<file path="config.mk">
export PLATFORM = sky130hd
export DESIGN_NAME = uart_core
export DESIGN_NICKNAME = d
export VERILOG_FILES = /design/src/rtl/uart_pkg.sv /design/src/rtl/uart_bit_timer.sv /design/src/rtl/uart_core.sv
export SDC_FILE = /design/constraint.sdc
export NUM_CORES = 1
export LEC_CHECK = 0
export ABC_AREA = 0
export ABC_CLOCK_PERIOD_IN_PS = 4700
export CAP_MARGIN = 20
export CORE_MARGIN = 10
export CORE_UTILIZATION = 49
export CTS_CLUSTER_SIZE = 25
export DETAILED_ROUTE_END_ITERATION = 10
export PLACE_DENSITY = 0.79
export SYNTH_ARGS = -nofsm -noshare
export SYNTH_HDL_FRONTEND = slang
export SYNTH_SLANG_ARGS = --single-unit
</file>
<file path="constraint.sdc">
create_clock -name clk -period 4.7 [get_ports clk]
set_input_delay 0.94 -clock clk [delete_from_list [all_inputs] [get_ports clk]]
set_output_delay 0.94 -clock clk [all_outputs]
set_load 0.01 [all_outputs]
</file>
<file path="src/rtl/uart_pkg.sv">
// Shared definitions for the UART core.
// Contents:
//   rx_state_e    - receive FSM states
//   tx_state_e    - transmit FSM states
//   clks_per_bit  - clk cycles per serial bit (integer division)
package uart_pkg;

    typedef enum logic [1:0] {
        RX_IDLE  = 2'd0,
        RX_START = 2'd1,
        RX_DATA  = 2'd2,
        RX_STOP  = 2'd3
    } rx_state_e;

    typedef enum logic [1:0] {
        TX_IDLE  = 2'd0,
        TX_START = 2'd1,
        TX_DATA  = 2'd2,
        TX_STOP  = 2'd3
    } tx_state_e;

    function automatic int clks_per_bit(input int clock_freq, input int baud_rate);
        return clock_freq / baud_rate;
    endfunction

endpackage

</file>
<file path="src/rtl/uart_bit_timer.sv">
// Bit-period down-counter shared by the receive and transmit paths.
// Ports:
//   clk        - clock, rising edge
//   rst        - synchronous active-high reset, clears the count
//   load_i     - load load_val_i into the counter this cycle
//   load_val_i - value to load; terminal count is reached load_val_i+1 edges later
//   tc_o       - high while the count is zero (stays high until the next load)
module uart_bit_timer #(
    parameter int W = 9
) (
    input  logic         clk,
    input  logic         rst,
    input  logic         load_i,
    input  logic [W-1:0] load_val_i,
    output logic         tc_o
);

    logic [W-1:0] cnt_q;

    always_ff @(posedge clk) begin
        if (rst) begin
            cnt_q <= '0;
        end else if (load_i) begin
            cnt_q <= load_val_i;
        end else if (cnt_q != '0) begin
            cnt_q <= cnt_q - 1'b1;
        end
    end

    assign tc_o = (cnt_q == '0);

endmodule

</file>
<file path="src/rtl/uart_core.sv">
// Full-duplex 8N1 UART: one receiver and one transmitter, each with its own bit timer.
// Ports:
//   clk      - clock, rising edge
//   rst      - synchronous active-high reset
//   rx       - asynchronous serial input, idle high
//   rx_valid - one-cycle pulse when a byte has been received
//   rx_data  - last received byte, stable between rx_valid pulses
//   tx_data  - byte to transmit, sampled with tx_start
//   tx_start - transmit request strobe, ignored while tx_busy
//   tx       - serial output, idle high
//   tx_busy  - high for the 10 bit times of a transmit frame
//
// RX states:
//   state    | meaning
//   RX_IDLE  | waiting for a falling edge on the synchronized line
//   RX_START | waiting half a bit, then confirming the start bit is still low
//   RX_DATA  | sampling 8 data bits at mid-bit, LSB first
//   RX_STOP  | sampling the stop bit; on framing error, waiting for the line to go high
//
// TX states:
//   state    | meaning
//   TX_IDLE  | line high, accepting tx_start
//   TX_START | driving the start bit
//   TX_DATA  | driving 8 data bits, LSB first
//   TX_STOP  | driving the stop bit
module uart_core
    import uart_pkg::*;
#(
    parameter int CLOCK_FREQ = 50_000_000,
    parameter int BAUD_RATE  = 115200
) (
    input  logic       clk,
    input  logic       rst,
    input  logic       rx,
    output logic       rx_valid,
    output logic [7:0] rx_data,
    input  logic [7:0] tx_data,
    input  logic       tx_start,
    output logic       tx,
    output logic       tx_busy
);

    localparam int CPB = clks_per_bit(CLOCK_FREQ, BAUD_RATE);
    localparam int TW  = (CPB > 2) ? $clog2(CPB) : 1;
    localparam logic [TW-1:0] FULL_LOAD = TW'(CPB - 1);
    localparam logic [TW-1:0] HALF_LOAD = TW'((CPB / 2) - 1);

    // ---------------- receive path ----------------
    logic            rx_meta_q, rx_sync_q, rx_prev_q;
    logic            rx_fall;
    rx_state_e       rx_state_q;
    logic [2:0]      rx_bit_q;
    logic [7:0]      rx_shift_q, rx_data_q;
    logic            rx_valid_q, rx_ferr_q;
    logic            rx_load, rx_tc;
    logic [TW-1:0]   rx_load_val;

    always_ff @(posedge clk) begin
        if (rst) begin
            rx_meta_q <= 1'b1;
            rx_sync_q <= 1'b1;
            rx_prev_q <= 1'b1;
        end else begin
            rx_meta_q <= rx;
            rx_sync_q <= rx_meta_q;
            rx_prev_q <= rx_sync_q;
        end
    end

    assign rx_fall = rx_prev_q & ~rx_sync_q;

    // Timer loads must land on the same edge as the state change they belong to.
    always_comb begin
        rx_load     = 1'b0;
        rx_load_val = FULL_LOAD;
        case (rx_state_q)
            RX_IDLE: begin
                if (rx_fall) begin
                    rx_load     = 1'b1;
                    rx_load_val = HALF_LOAD;
                end
            end
            RX_START: rx_load = rx_tc & ~rx_sync_q;
            RX_DATA:  rx_load = rx_tc;
            default:  rx_load = 1'b0;
        endcase
    end

    uart_bit_timer #(.W(TW)) u_rx_timer (
        .clk        (clk),
        .rst        (rst),
        .load_i     (rx_load),
        .load_val_i (rx_load_val),
        .tc_o       (rx_tc)
    );

    always_ff @(posedge clk) begin
        if (rst) begin
            rx_state_q <= RX_IDLE;
            rx_bit_q   <= 3'd0;
            rx_shift_q <= 8'h00;
            rx_data_q  <= 8'h00;
            rx_valid_q <= 1'b0;
            rx_ferr_q  <= 1'b0;
        end else begin
            rx_valid_q <= 1'b0;
            case (rx_state_q)
                RX_IDLE: begin
                    if (rx_fall) rx_state_q <= RX_START;
                end
                RX_START: begin
                    if (rx_tc) begin
                        if (rx_sync_q) begin
                            rx_state_q <= RX_IDLE;
                        end else begin
                            rx_state_q <= RX_DATA;
                            rx_bit_q   <= 3'd0;
                        end
                    end
                end
                RX_DATA: begin
                    if (rx_tc) begin
                        rx_shift_q <= {rx_sync_q, rx_shift_q[7:1]};
                        rx_bit_q   <= rx_bit_q + 3'd1;
                        if (rx_bit_q == 3'd7) rx_state_q <= RX_STOP;
                    end
                end
                RX_STOP: begin
                    // The timer rests at zero after the stop sample, so tc stays
                    // high; the error flag keeps a late-rising line from being
                    // mistaken for a good stop bit.
                    if (rx_tc) begin
                        if (rx_ferr_q) begin
                            if (rx_sync_q) begin
                                rx_ferr_q  <= 1'b0;
                                rx_state_q <= RX_IDLE;
                            end
                        end else if (rx_sync_q) begin
                            rx_data_q  <= rx_shift_q;
                            rx_valid_q <= 1'b1;
                            rx_state_q <= RX_IDLE;
                        end else begin
                            rx_ferr_q <= 1'b1;
                        end
                    end
                end
                default: rx_state_q <= RX_IDLE;
            endcase
        end
    end

    assign rx_valid = rx_valid_q;
    assign rx_data  = rx_data_q;

    // ---------------- transmit path ----------------
    tx_state_e       tx_state_q;
    logic [2:0]      tx_bit_q;
    logic [7:0]      tx_shift_q;
    logic            tx_q, tx_busy_q;
    logic            tx_load, tx_tc;

    always_comb begin
        tx_load = 1'b0;
        case (tx_state_q)
            TX_IDLE:  tx_load = tx_start;
            TX_START: tx_load = tx_tc;
            TX_DATA:  tx_load = tx_tc;
            default:  tx_load = 1'b0;
        endcase
    end

    uart_bit_timer #(.W(TW)) u_tx_timer (
        .clk        (clk),
        .rst        (rst),
        .load_i     (tx_load),
        .load_val_i (FULL_LOAD),
        .tc_o       (tx_tc)
    );

    always_ff @(posedge clk) begin
        if (rst) begin
            tx_state_q <= TX_IDLE;
            tx_bit_q   <= 3'd0;
            tx_shift_q <= 8'h00;
            tx_q       <= 1'b1;
            tx_busy_q  <= 1'b0;
        end else begin
            case (tx_state_q)
                TX_IDLE: begin
                    if (tx_start) begin
                        tx_shift_q <= tx_data;
                        tx_q       <= 1'b0;
                        tx_busy_q  <= 1'b1;
                        tx_state_q <= TX_START;
                    end
                end
                TX_START: begin
                    if (tx_tc) begin
                        tx_q       <= tx_shift_q[0];
                        tx_shift_q <= {1'b0, tx_shift_q[7:1]};
                        tx_bit_q   <= 3'd0;
                        tx_state_q <= TX_DATA;
                    end
                end
                TX_DATA: begin
                    if (tx_tc) begin
                        if (tx_bit_q == 3'd7) begin
                            tx_q       <= 1'b1;
                            tx_state_q <= TX_STOP;
                        end else begin
                            tx_q       <= tx_shift_q[0];
                            tx_shift_q <= {1'b0, tx_shift_q[7:1]};
                            tx_bit_q   <= tx_bit_q + 3'd1;
                        end
                    end
                end
                TX_STOP: begin
                    if (tx_tc) begin
                        tx_busy_q  <= 1'b0;
                        tx_state_q <= TX_IDLE;
                    end
                end
                default: tx_state_q <= TX_IDLE;
            endcase
        end
    end

    assign tx      = tx_q;
    assign tx_busy = tx_busy_q;

endmodule

</file>
==> results of run 1 <==
==> flip-flops by register name (all words and copies together), names as in the netlist, 2 cells and up, named ones only <==
signal	count
rx_shift_q	8
rx_bit_q	3
tx_bit_q	3
tx_state_q	2
rx_data	8
u_tx_timer.cnt_q	9
tx_shift_q	8
u_rx_timer.cnt_q	9
==> synth_stat cells, drive strengths merged, types with 4 or more instances <==
cell type,n,area (sq um)
dfxtp,59,1180
a21oi,37,189
nand2,26,100
nor2,26,105
mux2i,18,180
nand3,14,75.1
a211oi,11,123
clkbuf,11,51.3
ha,11,138
inv,9,33.8
o21ai,7,38.8
buf,5,42.5
or2,5,31.3
or4,5,41.3
xnor2,5,43.8
nand2b,4,25.0
nand4,4,31.3
nor3,4,20.0
or3,4,25.0
==> cell type report <==
class / count / area share [%]
tap: 72 / 2.77
inverter: 9 / 1.04
multi-input combinational: 221 / 47.1
clock inverter: 7 / 2.12
timing repair buffer: 23 / 6.85
clock buffer: 9 / 3.81
sequential: 59 / 36.3
==> cells by family after synthesis <==
family	count (synthesis)	synth area share, %
DFF	59	41.6
adders and majority gates	11	4.85
muxes	19	6.75
AOI/OAI and AO/OA	74	17.5
and+or+nand+nor	111	23.0
xor gates and xnor gates	6	1.85
buffers and inverters	25	4.50
==> worst max path at each step <==
stage	start	to	cells past startpoint
2_1_floorplan	tx_start	tx_shift_q[1]	5
3_3_place_gp	tx_start	tx_shift_q[4]	5
3_5_place_dp	tx_start	tx_shift_q[3]	5
4_1_cts	tx_start	tx_shift_q[0]	5
5_1_grt	tx_start	tx_shift_q[3]	5
6_report	tx_start	tx_shift_q[0]	5
==> critical path, stage by stage <==
cell,delay [ps]
clkdlybuf4s50_1,520
nor2b_1,100
a211oi_2,540
and2_1,490
a211oi_2,130
==> power by group through the flow <==
stage | sequential, mW | clock (mW) | combinational (mW)
3_5_place_dp | 0.745 | 0 | 0.896
5_1_grt | 0.756 | 0.481 | 1.01
6_report | 0.739 | 0.452 | 0.907
4_1_cts | 0.737 | 0.458 | 0.906
2_1_floorplan | 0.721 | 0 | 0.789
3_3_place_gp | 0.738 | 0 | 0.874
==> per-layer routing <==
layer | track usage, % | vias to the layer above
li1 | - | 1142
met2 | 22.0 | 32
met5 | 0 | -
met1 | 15.6 | 1051
met4 | 6.63 | 0
met3 | 2.96 | 9
==> per-stage QoR <==
step           setup slack, ps  area [sq um]  instances
6_report                  2170          3250        400
5_1_grt                   2060          3250        400
4_1_cts                   2220          3250        400
3_5_place_dp              1930          3060        384
3_3_place_gp              1980          3060        384
2_1_floorplan             2810          2840        305
==> results.cfg, run 1 <==
[run_status]
status = completed

[clocking]
postCtsSetupBuffers = 0
path_clk_slew_ps = 70
numClockSinks = 59
cts_resized = 0
h-tree-depth = 3
insertion_delay_ps = 340
tritoncts = done
clk_path_buf_depth = 2
cts_buffers = 9
cts_hold_buf = 0
cts-root-buf = clkbuf_8

[drt]
wl_met1_um = 2650
wl_met3_um = 218
top_layer_used = met4
drt-pass1-iter-count = 4
vias = 2234
wl_met2_um = 2720
antenna_left = 0
drt-initial-drc-count = 125
via_per_inst = 5.59
drc = 0
finalWirelength_um = 5700
routedWlPerCell_um = 14.3

[worst_setup_path]
critical_path.max_fanout = 9
end_kind = flop
r2r_start = u_tx_timer.cnt_q[0]
r2r_cells = 6
critPathArrivalTime_ps = 2720
rrSetupSlack_ps = 2380
cp.required_ps = 4900
startpoint_type = input port
reg2reg_to = tx_shift_q[0]
crit_type = in2reg

[timing]
final-setup-viol-count = 0
fin_skew_ps = 7.13
rsz0062_at_grt = no
slew_viol_final = 0
fmax_ghz = 0.396
worst_pin_slew_ps = 938
period_needed_ps = 2530
hold_viol_final = 0
period_share_pct = 53.7
fin_tns_setup_ps = 0
hold_ws_ps = 410
relSlewSlack_pct = 37.4

[synthesis]
synth_area_sq_um = 2840
ys_ff_latch = 59
synth_nets = 328
async_flop_share_pct = 0
synth_cell_types = 56
synthCells = 305
seq_area_frac_synth_pct = 41.6
synth-edff-count = 0
synth_warnings = 0
syn_area_per_cell_sq_um = 9.30
ys.flop_type = dfxtp_1

[finish]
area_delta_synth_final_pct = 14.5
utilization_pct = 58.3
fillers = 484
final_cell_mix = 59 x dfxtp_1, 36 x a21oi_1, 25 x nand2_1, 25 x nor2_1, 21 x clkdlybuf4s50_1
multi_input_area_sq_um = 1530
antenna_cells = 0
final_common_cell = dfxtp_1
regArea_sq_um = 1180
nets = 346
drive_gt1_share_pct = 13.7

[die]
ios = 23
core_sq_um = 5570
start_util_pct = 50.9
chipWidth_um = 96.1
placementRows = 27
die-area_sq_um = 9240
die_h_um = 96.1

[hold_path]
hp-start = rx_meta_q
hold_path_class = reg2reg
whs_path_depth = 1
hold_end = rx_sync_q

[pwr]
swShare_pct = 39.8
irDropWorstVdd_mv = 0.323
p_leak_nw = 1.24
total_power_mw = 2.10
clock_power_share_pct = 21.5
p_switching_mw = 0.835
power-per-cell-area_nw_per_um2 = 646
p_int_mw = 1.26
p_seq_share_pct = 35.2
pwr-share-comb_pct = 43.2

[grt]
grt_pass1_vias = 2107
track_usage_pct = 13.2
antenna_found_initial = 0
grt_max_degree = 58
gr-total-overflow = 0
grt_pass1_wl_um = 9720

[placed_design]
dp_hpwl_um = 3900
port_buffers = 22
gp_congestion = 0.808

[flow_run]
maxCapViolations = 0
(Power assumes the default switching activity.)
==> run 2, diff against run 1 <==
--- a/config.mk
+++ b/config.mk
@@ -6,7 +6,7 @@
 export NUM_CORES = 1
 export LEC_CHECK = 0
 export ABC_AREA = 0
-export ABC_CLOCK_PERIOD_IN_PS = 4700
+export ABC_CLOCK_PERIOD_IN_PS = 2500
 export CAP_MARGIN = 20
 export CORE_MARGIN = 10
 export CORE_UTILIZATION = 49
==> constraint.sdc (replaced) <==
create_clock -name clk -period 2.5 [get_ports clk]
set_input_delay 0.5 -clock clk [delete_from_list [all_inputs] [get_ports clk]]
set_output_delay 0.5 -clock clk [all_outputs]
set_load 0.01 [all_outputs]
==> run 2 against run 1 <==
Against the previous run:
- largest cell class unchanged
- setup slack lost 1600 ps
- hold slack gained 4.3 ps
- critical path depth up 1
- clock-buffer cell count rose by 2
- global-route usage about the same
==> results.cfg, run 2 (synthesis results as in run 1) <==
[run_status]
status = completed

[timing]
hold_viol_final = 0
worst_pin_slew_ps = 543
hold_ws_ps = 414
period_share_pct = 77.5
rsz0062_at_grt = no
worst_slack_ps = 563
slew_viol_final = 0
period_needed_ps = 1940
fmax_ghz = 0.516
relSlewSlack_pct = 63.7
final-setup-viol-count = 0
fin_skew_ps = 4.42
fin_tns_setup_ps = 0

[finish]
nets = 353
utilization_pct = 59.5
fin_area_sq_um = 3320
top_regs = u_rx_timer.cnt_q: 9 flops, u_tx_timer.cnt_q: 9 flops
area_delta_synth_final_pct = 16.8
final_cell_mix = 59 x dfxtp_1, 36 x a21oi_1, 25 x nand2_1, 25 x nor2_1, 21 x clkdlybuf4s50_1
drive_gt1_share_pct = 15.2
final_common_cell = dfxtp_1
antenna_cells = 0

[clocking]
path_clk_slew_ps = 60
cts-root-buf = clkbuf_8
insertion_delay_ps = 340
numClockSinks = 59
tritoncts = done
cts_resized = 0
clk_path_buf_depth = 2
cts_buffers = 9
postCtsSetupBuffers = 0
h-tree-depth = 3
cts_hold_buf = 0

[drt]
via_per_inst = 5.54
drt-pass1-iter-count = 4
vias = 2255
routedWlPerCell_um = 13.7
finalWirelength_um = 5590
drt-initial-drc-count = 114
drc = 0
antenna_left = 0

[placed_design]
dp_hpwl_um = 3980
gp_congestion = 0.809
dp_slack_ps = 501
port_buffers = 22
dpl_cell_area_sq_um = 3120

[worst_setup_path]
critPathArrivalTime_ps = 2140
rrSetupSlack_ps = 560
crit_path_top_delay_cell = or4b_4
r2r_cells = 6
cp.required_ps = 2700
crit_type = reg2reg
critical_path.max_fanout = 8
worstSetupEndpoint = tx_shift_q[6]
slowest_delay_ps = 500
startpoint_type = flop
worstPathCellList = inv_1 -> ha_1 -> or4b_4 -> o21ai_2 -> and2_1 -> a211oi_2
critPathLaunch = u_tx_timer.cnt_q[0]
reg2reg_to = tx_shift_q[6]
end_kind = flop
r2r_start = u_tx_timer.cnt_q[0]

[grt]
gr-total-overflow = 0
track_usage_pct = 13.2
grt_pass1_vias = 2206
grt_pass1_wl_um = 9750
antenna_found_initial = 0
grt_max_degree = 42

[die]
placementRows = 27
chipWidth_um = 96.1
ios = 23
start_util_pct = 50.9
core_sq_um = 5570
die-area_sq_um = 9240
die_h_um = 96.1

[pwr]
irDropWorstVdd_mv = 0.725
power-per-cell-area_nw_per_um2 = 1210
p_leak_nw = 1.28

[hold_path]
hold_path_class = reg2reg

[flow_run]
maxCapViolations = 0
run 2: per-stage QoR:
step / power, mW / cells
after detailed placement: 3.17 / 391
after floorplan: 2.84 / 305
final: 4.01 / 407
after global placement: 3.11 / 391
after global routing: 4.31 / 407
after CTS: 4.03 / 407
run 2: power by group:
| group | switching, mW | internal (mW) |
|---|---|---|
| clock network | 0.371 | 0.482 |
| logic | 0.940 | 0.830 |
| registers | 0.226 | 1.16 |
| total | 1.54 | 2.47 |
run 2: worst min-delay path by stage:
| stage | start | end | slack (ps) | cells after the start |
|---|---|---|---|---|
| finish | rx_meta_q | rx_sync_q | 410 | 1 |
| global route | rx_meta_q | rx_sync_q | 440 | 1 |
| CTS | rx_meta_q | rx_sync_q | 420 | 1 |
| detailed placement | rx_meta_q | rx_sync_q | 400 | 1 |
| global placement | rx_meta_q | rx_sync_q | 390 | 1 |
| floorplan | rx_meta_q | rx_sync_q | 390 | 1 |
run 2: worst max-delay path: cells and delay by family, from the launching register on:
kind            cells  cell delay [ps]
simple gates        2              890
flops               1              320
compound gates      2              290
fa+ha+maj           1              210
buf+inv             1               90
run 2: metal layers:
layer	part of all wire [%]	routed length (um)	GRT usage (%)
met3	4.6	258	3.74
met4	1.6	92	7.74
met1	45	2510	15.1
met5	0	0	0
met2	49	2730	21.5
run 2: final cells by class:
class | count | area, sq um
tap | 72 | 90.1
timing repair buffer | 30 | 288
clock buffer | 11 | 141
fill | 486 | 2260
sequential | 59 | 1180
inverter | 9 | 33.8
multi-input combinational | 221 | 1530
clock inverter | 5 | 52.6
==> run 3, diff against run 2 <==
--- a/config.mk
+++ b/config.mk
@@ -6,7 +6,7 @@
 export NUM_CORES = 1
 export LEC_CHECK = 0
 export ABC_AREA = 0
-export ABC_CLOCK_PERIOD_IN_PS = 2500
+export ABC_CLOCK_PERIOD_IN_PS = 1800
 export CAP_MARGIN = 20
 export CORE_MARGIN = 10
 export CORE_UTILIZATION = 49
==> constraint.sdc (replaced) <==
create_clock -name clk -period 1.8 [get_ports clk]
set_input_delay 0.36 -clock clk [delete_from_list [all_inputs] [get_ports clk]]
set_output_delay 0.36 -clock clk [all_outputs]
set_load 0.01 [all_outputs]
==> run 3 against run 2 <==
Against the previous run:
- setup slack got worse by 500 ps
- combinational power rose by 70%
- global-route usage grew 0.053 points
- cell count is 5.4% higher
- critical path depth rose by 1
- wire length up 5.9%
- clock power up 50%
- core utilization grew 4.5 points
- register-to-register slack got worse by 500 ps
- via count up 3.7%
- hold slack worse by 5.5 ps
- sequential power grew 40%
- critical path type unchanged
- largest cell class unchanged
- largest power group unchanged
==> results.cfg, run 3 (synthesis results as in run 1) <==
[die]
core_sq_um = 5570
die-area_sq_um = 9240
die_h_um = 96.1
start_util_pct = 50.9
chipWidth_um = 96.1
ios = 23
placementRows = 27

[finish]
area_delta_synth_final_pct = 25.7
final_cell_mix = 55 x dfxtp_1, 36 x a21oi_1, 28 x buf_4
drive_gt1_share_pct = 24.9
antenna_cells = 0
fin_area_sq_um = 3570
fillers = 430
top_regs = u_rx_timer.cnt_q: 9 flops, u_tx_timer.cnt_q: 9 flops
multi_input_area_sq_um = 1590
utilization_pct = 64.0
regArea_sq_um = 1190
nets = 375
final_common_cell = dfxtp_1

[drt]
drt-pass1-iter-count = 4
drt-initial-drc-count = 99
finalWirelength_um = 5920
via_per_inst = 5.45
routedWlPerCell_um = 13.8
vias = 2339
drc = 0
antenna_left = 0

[placed_design]
gp_congestion = 0.827
dp_hpwl_um = 4180
port_buffers = 22
dpl_cell_area_sq_um = 3230
dp_slack_ps = -124

[timing]
worst_slack_ps = 67.5
fin_tns_setup_ps = 0
slew_viol_final = 0
worst_pin_slew_ps = 409
period_share_pct = 96.2
hold_viol_final = 0
period_needed_ps = 1730
hold_ws_ps = 409
final-setup-viol-count = 0
fin_skew_ps = 5.47
fmax_ghz = 0.577
relSlewSlack_pct = 72.7

[clocking]
cts_hold_buf = 0
tritoncts = done
cts_buffers = 9
clk_path_buf_depth = 2
h-tree-depth = 3
numClockSinks = 59
cts-root-buf = clkbuf_8
path_clk_slew_ps = 70
insertion_delay_ps = 330

[worst_setup_path]
critPathArrivalTime_ps = 1990
r2r_start = u_tx_timer.cnt_q[0]
end_kind = flop
critPathLaunch = u_tx_timer.cnt_q[0]
cp.required_ps = 2060
crit_type = reg2reg
r2r_cells = 7
rrSetupSlack_ps = 70
reg2reg_to = tx_shift_q[0]
startpoint_type = flop
critical_path.max_fanout = 10

[pwr]
p_leak_nw = 1.41
irDropWorstVdd_mv = 0.773
power-per-cell-area_nw_per_um2 = 1740

[hold_path]
whs_path_depth = 2
hp-start = rst
hold_end = tx_busy
hold_path_class = in2reg

[grt]
gr-total-overflow = 0
antenna_found_initial = 0
grt_pass1_wl_um = 9810
grt_max_degree = 26
track_usage_pct = 13.2
grt_pass1_vias = 2243

[run_status]
status = completed

[flow_run]
maxCapViolations = 0
==> run 3: cell types whose count changed in the layout (fill, tap and decap cells not counted), sizes merged <==
cell    previous run  this run
bufinv             1         2
clkinv             3         2
buf                9        31
==> run 3: worst max-delay path by stage <==
stage / to / slack, ps / cells past startpoint
final: tx_shift_q[0] / 70 / 7
after global routing: tx_bit_q[0] / -20 / 7
after CTS: tx_shift_q[0] / 4 / 6
after detailed placement: tx_shift_q[0] / -120 / 6
after global placement: tx_shift_q[3] / -30 / 6
after floorplan: tx_state_q[0] / 2 / 7
==> run 3: layout make-up <==
cell class	count	share of cell area [%]
well taps	72	2.53
clock inverters	5	2.18
multi-input cells	221	44.6
flip-flops and latches	59	33.3
repair buffers	52	12.8
clock buffers	11	3.68
inverters	9	0.947
==> run 3: worst max-delay path, cell delays in order (launching register included) <==
cell and delay, ps:
dfxtp_2 330, inv_2 80, ha_4 140, or4b_4 500, o21ai_4 160, buf_6 150, a21oi_1 80, a211oi_2 210
==> run 3: timing repair <==
item | CTS | global route
pin swaps | 0 | 4
setup buffers | 0 | 7
gates cloned | 0 | 0
gates resized for setup | 3 | 20
setup endpoints to repair | 9 | 36
==> run 3: stage by stage <==
| step | power, mW | instances |
|---|---|---|
| CTS | 5.95 | 422 |
| finish | 6.21 | 429 |
| global route | 6.65 | 429 |
| floorplan | 3.94 | 305 |
| detailed placement | 4.62 | 406 |
| global placement | 4.53 | 406 |
==> run 3: layer usage <==
layer	GRT usage [%]	routed length, um	share of wire (%)
met3	3.74	315	5.3
met2	21.4	2920	49
met4	7.25	86	1.5
met5	0	0	0
met1	15.5	2600	44
==> run 3: where the power goes <==
group	leakage, nW	switching, mW	internal (mW)
registers	0.484	0.310	1.62
clock network	0.103	0.504	0.775
logic	0.822	1.48	1.52
total	1.41	2.30	3.91
